$ cat config.mk
export PLATFORM = sky130hd
export DESIGN_NAME = seg7_scan_driver
export DESIGN_NICKNAME = d
export VERILOG_FILES = /design/src/rtl/seg7_scan_driver.sv
export SDC_FILE = /design/constraint.sdc
export NUM_CORES = 1
export LEC_CHECK = 0
export BUFFER_PORTS_ARGS = -buffer_cell sky130_fd_sc_hd__buf_2
export CAP_MARGIN = 40
export CORE_MARGIN = 2
export CORE_UTILIZATION = 45
export CTS_CLUSTER_DIAMETER = 150
export CTS_CLUSTER_SIZE = 12
export DETAILED_ROUTE_END_ITERATION = 8
export RECOVER_POWER = 25
export SKIP_CTS_REPAIR_TIMING = 1
export SLEW_MARGIN = 10
export SYNTH_ARGS = -nofsm -noshare
export SYNTH_HDL_FRONTEND = slang
export SYNTH_SLANG_ARGS = --single-unit
$ cat constraint.sdc
create_clock -name clk -period 3.12 [get_ports clk]
set_clock_uncertainty 0.15 [all_clocks]
set_input_delay 0.312 -clock clk [delete_from_list [all_inputs] [get_ports clk]]
set_output_delay 0.312 -clock clk [all_outputs]
set_load 0.02 [all_outputs]
$ cat src/rtl/seg7_scan_driver.sv
// seg7_scan_driver: 4-digit multiplexed 7-seg scanner with blanking gap and frame-synchronous double buffer; SEG7_DIM_EN adds bright[1:0] dimming
module seg7_scan_driver #(
  parameter int PRESCALE = 50000,
  parameter int GAP = 64
) (
  input  logic       clk,
  input  logic       rst_n,
  input  logic       en,
  input  logic       load,
  input  logic [6:0] digit1,
  input  logic [6:0] digit2,
  input  logic [6:0] digit3,
  input  logic [6:0] digit4,
`ifdef SEG7_DIM_EN
  input  logic [1:0] bright,
`endif
  output logic [6:0] seg,
  output logic [3:0] an,
  output logic       frame_done,
  output logic       pending
);
  localparam int MX = PRESCALE > GAP ? PRESCALE : GAP;
  localparam int CW = $clog2(MX);
  typedef enum logic [1:0] {S_IDLE, S_GAP, S_ON} state_t;
  state_t state, state_n;
  logic [1:0] idx, idx_n;
  logic [CW-1:0] cnt, cnt_n;
  logic [6:0] act [4];
  logic [6:0] act_n [4];
  logic [6:0] shd [4];
  logic [6:0] shd_n [4];
  logic [6:0] dig [4];
  logic pend_n, last_on, wrap, lit, fd_n;
  logic [3:0] an_n;
  logic [6:0] seg_n;
`ifdef SEG7_DIM_EN
  logic [1:0] br, br_n;
`endif
  assign dig = '{digit1, digit2, digit3, digit4};
  // state, buffers and registered outputs; outputs are derived from next-state values so they align with the state
  always_ff @(posedge clk or negedge rst_n) begin
    if (!rst_n) begin
      state <= S_IDLE;
      idx <= '0;
      cnt <= '0;
      act <= '{default: 7'h7F};
      shd <= '{default: 7'h7F};
      pending <= 1'b0;
      an <= 4'hF;
      seg <= 7'h7F;
      frame_done <= 1'b0;
`ifdef SEG7_DIM_EN
      br <= 2'd3;
`endif
    end else begin
      state <= state_n;
      idx <= idx_n;
      cnt <= cnt_n;
      act <= act_n;
      shd <= shd_n;
      pending <= pend_n;
      an <= an_n;
      seg <= seg_n;
      frame_done <= fd_n;
`ifdef SEG7_DIM_EN
      br <= br_n;
`endif
    end
  end
  // next state: scan sequencing plus shadow/active buffer update at frame boundary
  always_comb begin
    state_n = state;
    idx_n = idx;
    cnt_n = cnt;
    last_on = cnt == CW'(PRESCALE - 1);
    wrap = en && state == S_ON && last_on && idx == 2'd3;
    if (!en) begin
      state_n = S_IDLE;
      idx_n = '0;
      cnt_n = '0;
    end else if (state == S_IDLE) begin
      state_n = GAP == 0 ? S_ON : S_GAP;
      idx_n = '0;
      cnt_n = '0;
    end else if (state == S_GAP) begin
      state_n = cnt == CW'(GAP - 1) ? S_ON : S_GAP;
      cnt_n = cnt == CW'(GAP - 1) ? '0 : cnt + 1'b1;
    end else begin
      state_n = !last_on || GAP == 0 ? S_ON : S_GAP;
      cnt_n = last_on ? '0 : cnt + 1'b1;
      idx_n = last_on ? idx + 1'b1 : idx;
    end
    act_n = act;
    shd_n = shd;
    pend_n = pending;
    if (load && state == S_IDLE) begin
      act_n = dig;
      pend_n = 1'b0;
    end else if (wrap) begin
      if (load) act_n = dig;
      else if (pending) act_n = shd;
      pend_n = 1'b0;
    end else if (load) begin
      shd_n = dig;
      pend_n = 1'b1;
    end
  end
  // outputs for the upcoming cycle: one anode in ON, brightness gating of the cathodes
  always_comb begin
`ifdef SEG7_DIM_EN
    br_n = state_n == S_ON && cnt_n == '0 ? bright : br;
    lit = int'(cnt_n) < (int'(br_n) + 1) * (PRESCALE / 4);
`else
    lit = 1'b1;
`endif
    an_n = state_n == S_ON ? ~(4'b1000 >> idx_n) : 4'hF;
    seg_n = state_n == S_ON && lit ? act_n[idx_n] : 7'h7F;
    fd_n = state_n == S_ON && idx_n == 2'd3 && cnt_n == CW'(PRESCALE - 1);
  end
endmodule

# Word-level counts from Yosys, hierarchy flattened
# Cells that the tools add are included.
# totals
register_bits	89
input_bits	32
out_inout_bits	13
elab_cells	66
# op_classes
add_sub_neg	2
magnitude_cmp	1
eq_ne	8
shift	1
n_mux	26
bitwise	4
reduce_logical	9
# ops
operator	count
$mux 28	4
$mux 16	5
$eq 16x16->1 const B	2
$mux 7	3
$mux 2	9
$add 16x1->16 const B	1
$eq 16x6->1 const B	1
$bmux 7 s2	1
$eq 2x2->1 const B	4
$logic_and 1x1->1	6
$mux 4	1
$not 4->4	1
$shr 4x2->4 const A	1
$ge 3x3->1 const B	1
$mux 1	3
$not 2->3	1
$reduce_and 3->1	1
$reduce_bool 3->1	1
$add 2x1->2 const B	1
$eq 2x1->1 const B	1
$logic_not 2->1	1
$not 1->1	2

# Depth between registers and ports, before layout
# depth
word_depth	10
ltp_mapped	10
depth_no_buf	10

# Least setup slack after synthesis
# No wires, ideal clock.
# synth_path
path_kind	flip-flop to flip-flop
start	reg cnt[0]
end	reg seg[5]
setup_time_ps	82
arrival_time_ps	2398
t_required_ps	2888
path_slack_ps	491
stages_incl_launch_ff	8
n_path_buf	0
period_less_slack_ps	2629
path_cell_list	dfrtp_1 -> ha_1 -> nand4_2 -> nand4b_2 -> a21oi_2 -> mux2i_2 -> mux2_1 -> a211o_1
# synth_between
elab_chain_len	10
word_cells_on_any_way	21
cone_classes	eq/ne (3); mux (15); bitwise (1); reduce/logical (2)
# synth_rtl
item	line_no	rtl
start: declaration	27	logic [CW-1:0] cnt, cnt_n;
start signal: assignment	58	cnt <= cnt_n;
$eq 16x16->1	75	last_on = cnt == CW'(PRESCALE - 1);
$mux 2	91	idx_n = last_on ? idx + 1'b1 : idx;
$mux 2	85	end else if (state == S_GAP) begin
$mux 2	81	end else if (state == S_IDLE) begin
$mux 2	77	if (!en) begin
$not 2->3 (not written as such)	117	seg_n = state_n == S_ON && lit ? act_n[idx_n] : 7'h7F;
$bmux 7 s2	117	
$mux 7 (not written as such) (2 in series)	117	
$mux 7 (*)	117	
net seg_n[5]	35	logic [6:0] seg_n;
end signal: assignment	63	seg <= seg_n;
end: declaration	17	output logic [6:0] seg,
# The timed path passes the listed nets; every way through them passes the cells marked *. The select of a mux whose other input is x is not followed.
# A chain may end at the register's enable or synchronous reset.

# Final worst setup path
# layout_path
start	reg cnt[0]
end	reg frame_done
# layout_between
word_cells_on_any_way	22
cone_classes	add/sub (1); eq/ne (5); mux (14); reduce/logical (2)
# layout_rtl
item	line_no	rtl
$add 16x1->16 (tied with other cells)	87, 90	
$mux 16 (on tied branches)	90, 87	
$mux 16 (*)	85	
$mux 16 (*)	81	
$mux 16 (*)	77	
net cnt_n[10]	27	
$eq 16x16->1 (*)	118	fd_n = state_n == S_ON && idx_n == 2'd3 && cnt_n == CW'(PRESCALE - 1);
$logic_and 1x1->1 (*)	118	
net fd_n	33	logic pend_n, last_on, wrap, lit, fd_n;
end signal: assignment	64	frame_done <= fd_n;
end: declaration	19	output logic frame_done,
# The timed path passes the listed nets; every way through them passes the cells marked *.

==> results.md <==
* Run status: finished, violations left
* Failing checks: max-capacitance violations, max-slew violations
* Worst VDD drop at 357 uV
* Achievable Freq at 364 MHz
* Die Width at 104 um
* Leakage Power at 2.16 nW
* Endpoint arrival time on the critical path at 2.87 ns
* Slew @ Worst Pin at 1.91 ns
* DR WL/cell at 16.8 um
* Hold Crit Class: input pin to flop
* CTS Buf Count at 9
* Largest net degree at the start of global routing at 35
* Hold EP: act[6]
* Routed Antenna Nets at 0
* Clock sinks at 89
* H-tree depth at 3
* DR WL met2 at 4.58 mm
* Post-synth top area share at 0.389
* HPWL Detailed at 7.54 mm
* Grt ovf at 0
* Dpl cells at 618
* Root Buffer: clkbuf_8
* GRT Total Usage at 0.210
* Final Non-Filler Cells at 635
* Area post-placement at 4910 um^2
* Antenna violations before repair at 0
* Critical Path RT at 3.24 ns
* Fillers at 905
* Final setup viols at 0
* First-pass GRT wire length at 17.9 mm
* Via count of the first global-routing pass at 3467
* Clk buf depth at 2
* Layout net count at 531
* Via density at 5.44
* Initial core utilization at 0.462
* Post-Synthesis Cells at 451
* Drt first-iter violations at 144
* Final instance area at 5130 um^2
* Hold path start: digit4[6]
* Vias at 3453
* CTS tree: built
* Final hold viol count at 0
* Worst skew pair latency at 0.37 ns
* Antenna cell count at 0
* Die area at 10900 um^2
* Kind of critical path: flop to flop
* Leading area contributor after synthesis: dfstp_2
* Port Buf Inserts at 44
* Mapped cell area at 4520 um^2
* PwrDens at 502 nW/um^2
* Min-Delay Path Depth at 3
* Rows at 36
* Reg2Reg Setup Slack at 0.37 ns
* CTS clk-pin slew, worst paths at 0.11 ns
* Layout cells sized above 1 at 0.341
* Worst r2r src: cnt[0]
* Crit-path max FO at 6
* Setup TNS at 0 ns
* Met3 Wirelength at 615 um
* Synth area leaders: dfstp_2 39%, dfrtp_1 12%, nor2_1 4.8%, mux2_2 4.2%, a21oi_1 3.4%
* Post-synth EDFFs at 0
* Total Wirelength at 10.7 mm
* Chip height at 104 um
* Synthesized area per cell at 10.0 um^2
* DRT met1 WL at 5.35 mm
* Core Region at 9770 um^2
* Most common cell after layout, fill and taps aside: dfstp_2
* R2R Path End: frame_done
* Drt first pass iters at 4
* Flops & latches, synth at 89
* Unrepaired setup endpoints after global routing: no
* Synth Flop Type: dfstp_2
* Ports at 45
* DRC violations left at 0
* Async set-reset flop share out of synthesis at 1.00
* Synth Warn # at 0
* Sequential element share of the synthesized area at 0.511
* Top sig layer: met4
* Slew margin rel. at -0.277
* Unique masters post-synth at 59
* Final min period at 2.75 ns
* CP Capture Type: flop
* Area growth syn-to-layout at 13.5%
* Worst R2R Path Depth at 8
* Crit share post-route at 0.881
* Commonest cells after routing, fill and taps aside: 67 x dfstp_2, 58 x nor2_1, 42 x buf_2, 39 x nand2_1, 31 x a21oi_1
* Final slew viol count at 35
* Syn Nets at 485
* CP Launch Type: flop
* Final GP Congestion at 0.817
* Max cap viols at 1
[report_power, final]
group          total (mW)  leakage [nW]  internal (mW)  switching [mW]
Combinational       0.359          1.05          0.153           0.207
Sequential           1.38          1.01           1.33          0.0448
Clock               0.838        0.0999          0.401           0.438
[logic make-up after synthesis]
group | count (synthesis) | share of synthesized area
AOI/OAI and AO/OA | 117 | 0.168
xor gates and xnor gates | 15 | 0.0291
adders and majority gates | 3 | 0.00775
buffers and inverters | 46 | 0.0410
DFF | 89 | 0.511
muxes | 31 | 0.0745
and+or+nand+nor | 150 | 0.168
[synth_stat cells, types with 3 or more instances]
cell and n:
dfstp_2 67, nor2_1 58, nand2_1 39, a21oi_1 31
dfrtp_1 22, inv_1 21, o21ai_0 21, clkbuf_1 19
mux2_2 17, o22ai_1 13, a22oi_1 12, mux2i_1 12
a21o_1 9, a22o_1 8, nand3_1 8, xnor2_1 8
nand4_1 7, xor2_1 7, a221o_1 6, nand2b_1 6
nor3_1 5, o21ai_1 4, buf_2 3
[stage by stage]
step	total power, mW	worst slack, ns	utilization	hold WS (ns)
after floorplan	1.62	0.491	-	-0.134
after global placement	1.75	0.465	0.503	0.147
after detailed placement	1.76	0.394	0.503	0.146
after CTS	2.61	0.373	0.524	-0.258
after global routing	2.71	0.133	0.525	0.0215
final	2.58	0.371	0.525	0.0230
[per-layer routing]
metal,global-route usage,up-vias
met1,0.309,1665
met3,0.0338,10
met4,0.0801,0
met5,0,-
li1,-,1699
met2,0.309,79
[critical path, stage by stage, from the launching register on]
cell	delay (ns)
dfrtp_1	0.41
ha_1	0.26
nand4_2	0.20
nor3_1	0.28
xnor2_1	0.15
nor2_1	0.06
or3_1	0.38
or4_1	0.51
nor4_2	0.25
[registers in the layout, indices dropped and copies added (netlist names)]
signal      count
act            28
shd            28
cnt            16
seg             7
an              4
idx             2
state           2
frame_done      1
pending         1
[worst max path at each step]
stage	from	endpoint	slack [ns]	cells after the start
floorplan	cnt[0]	seg[5]	0.49	7
global placement	cnt[0]	frame_done	0.47	8
detailed placement	cnt[0]	frame_done	0.39	8
CTS	cnt[0]	frame_done	0.37	8
global route	cnt[0]	seg[4]	0.13	8
finish	cnt[0]	frame_done	0.37	8
[final cells by class]
class | count | area (um^2) | area share
tap | 133 | 166 | 0.0324
clock buffer | 10 | 138 | 0.0268
clock inverter | 6 | 71.3 | 0.0139
sequential | 89 | 2310 | 0.451
inverter | 23 | 87.6 | 0.0171
timing repair buffer | 58 | 325 | 0.0634
multi-input combinational | 316 | 2030 | 0.396
No activity file was read; power rests on OpenSTA's default activity.
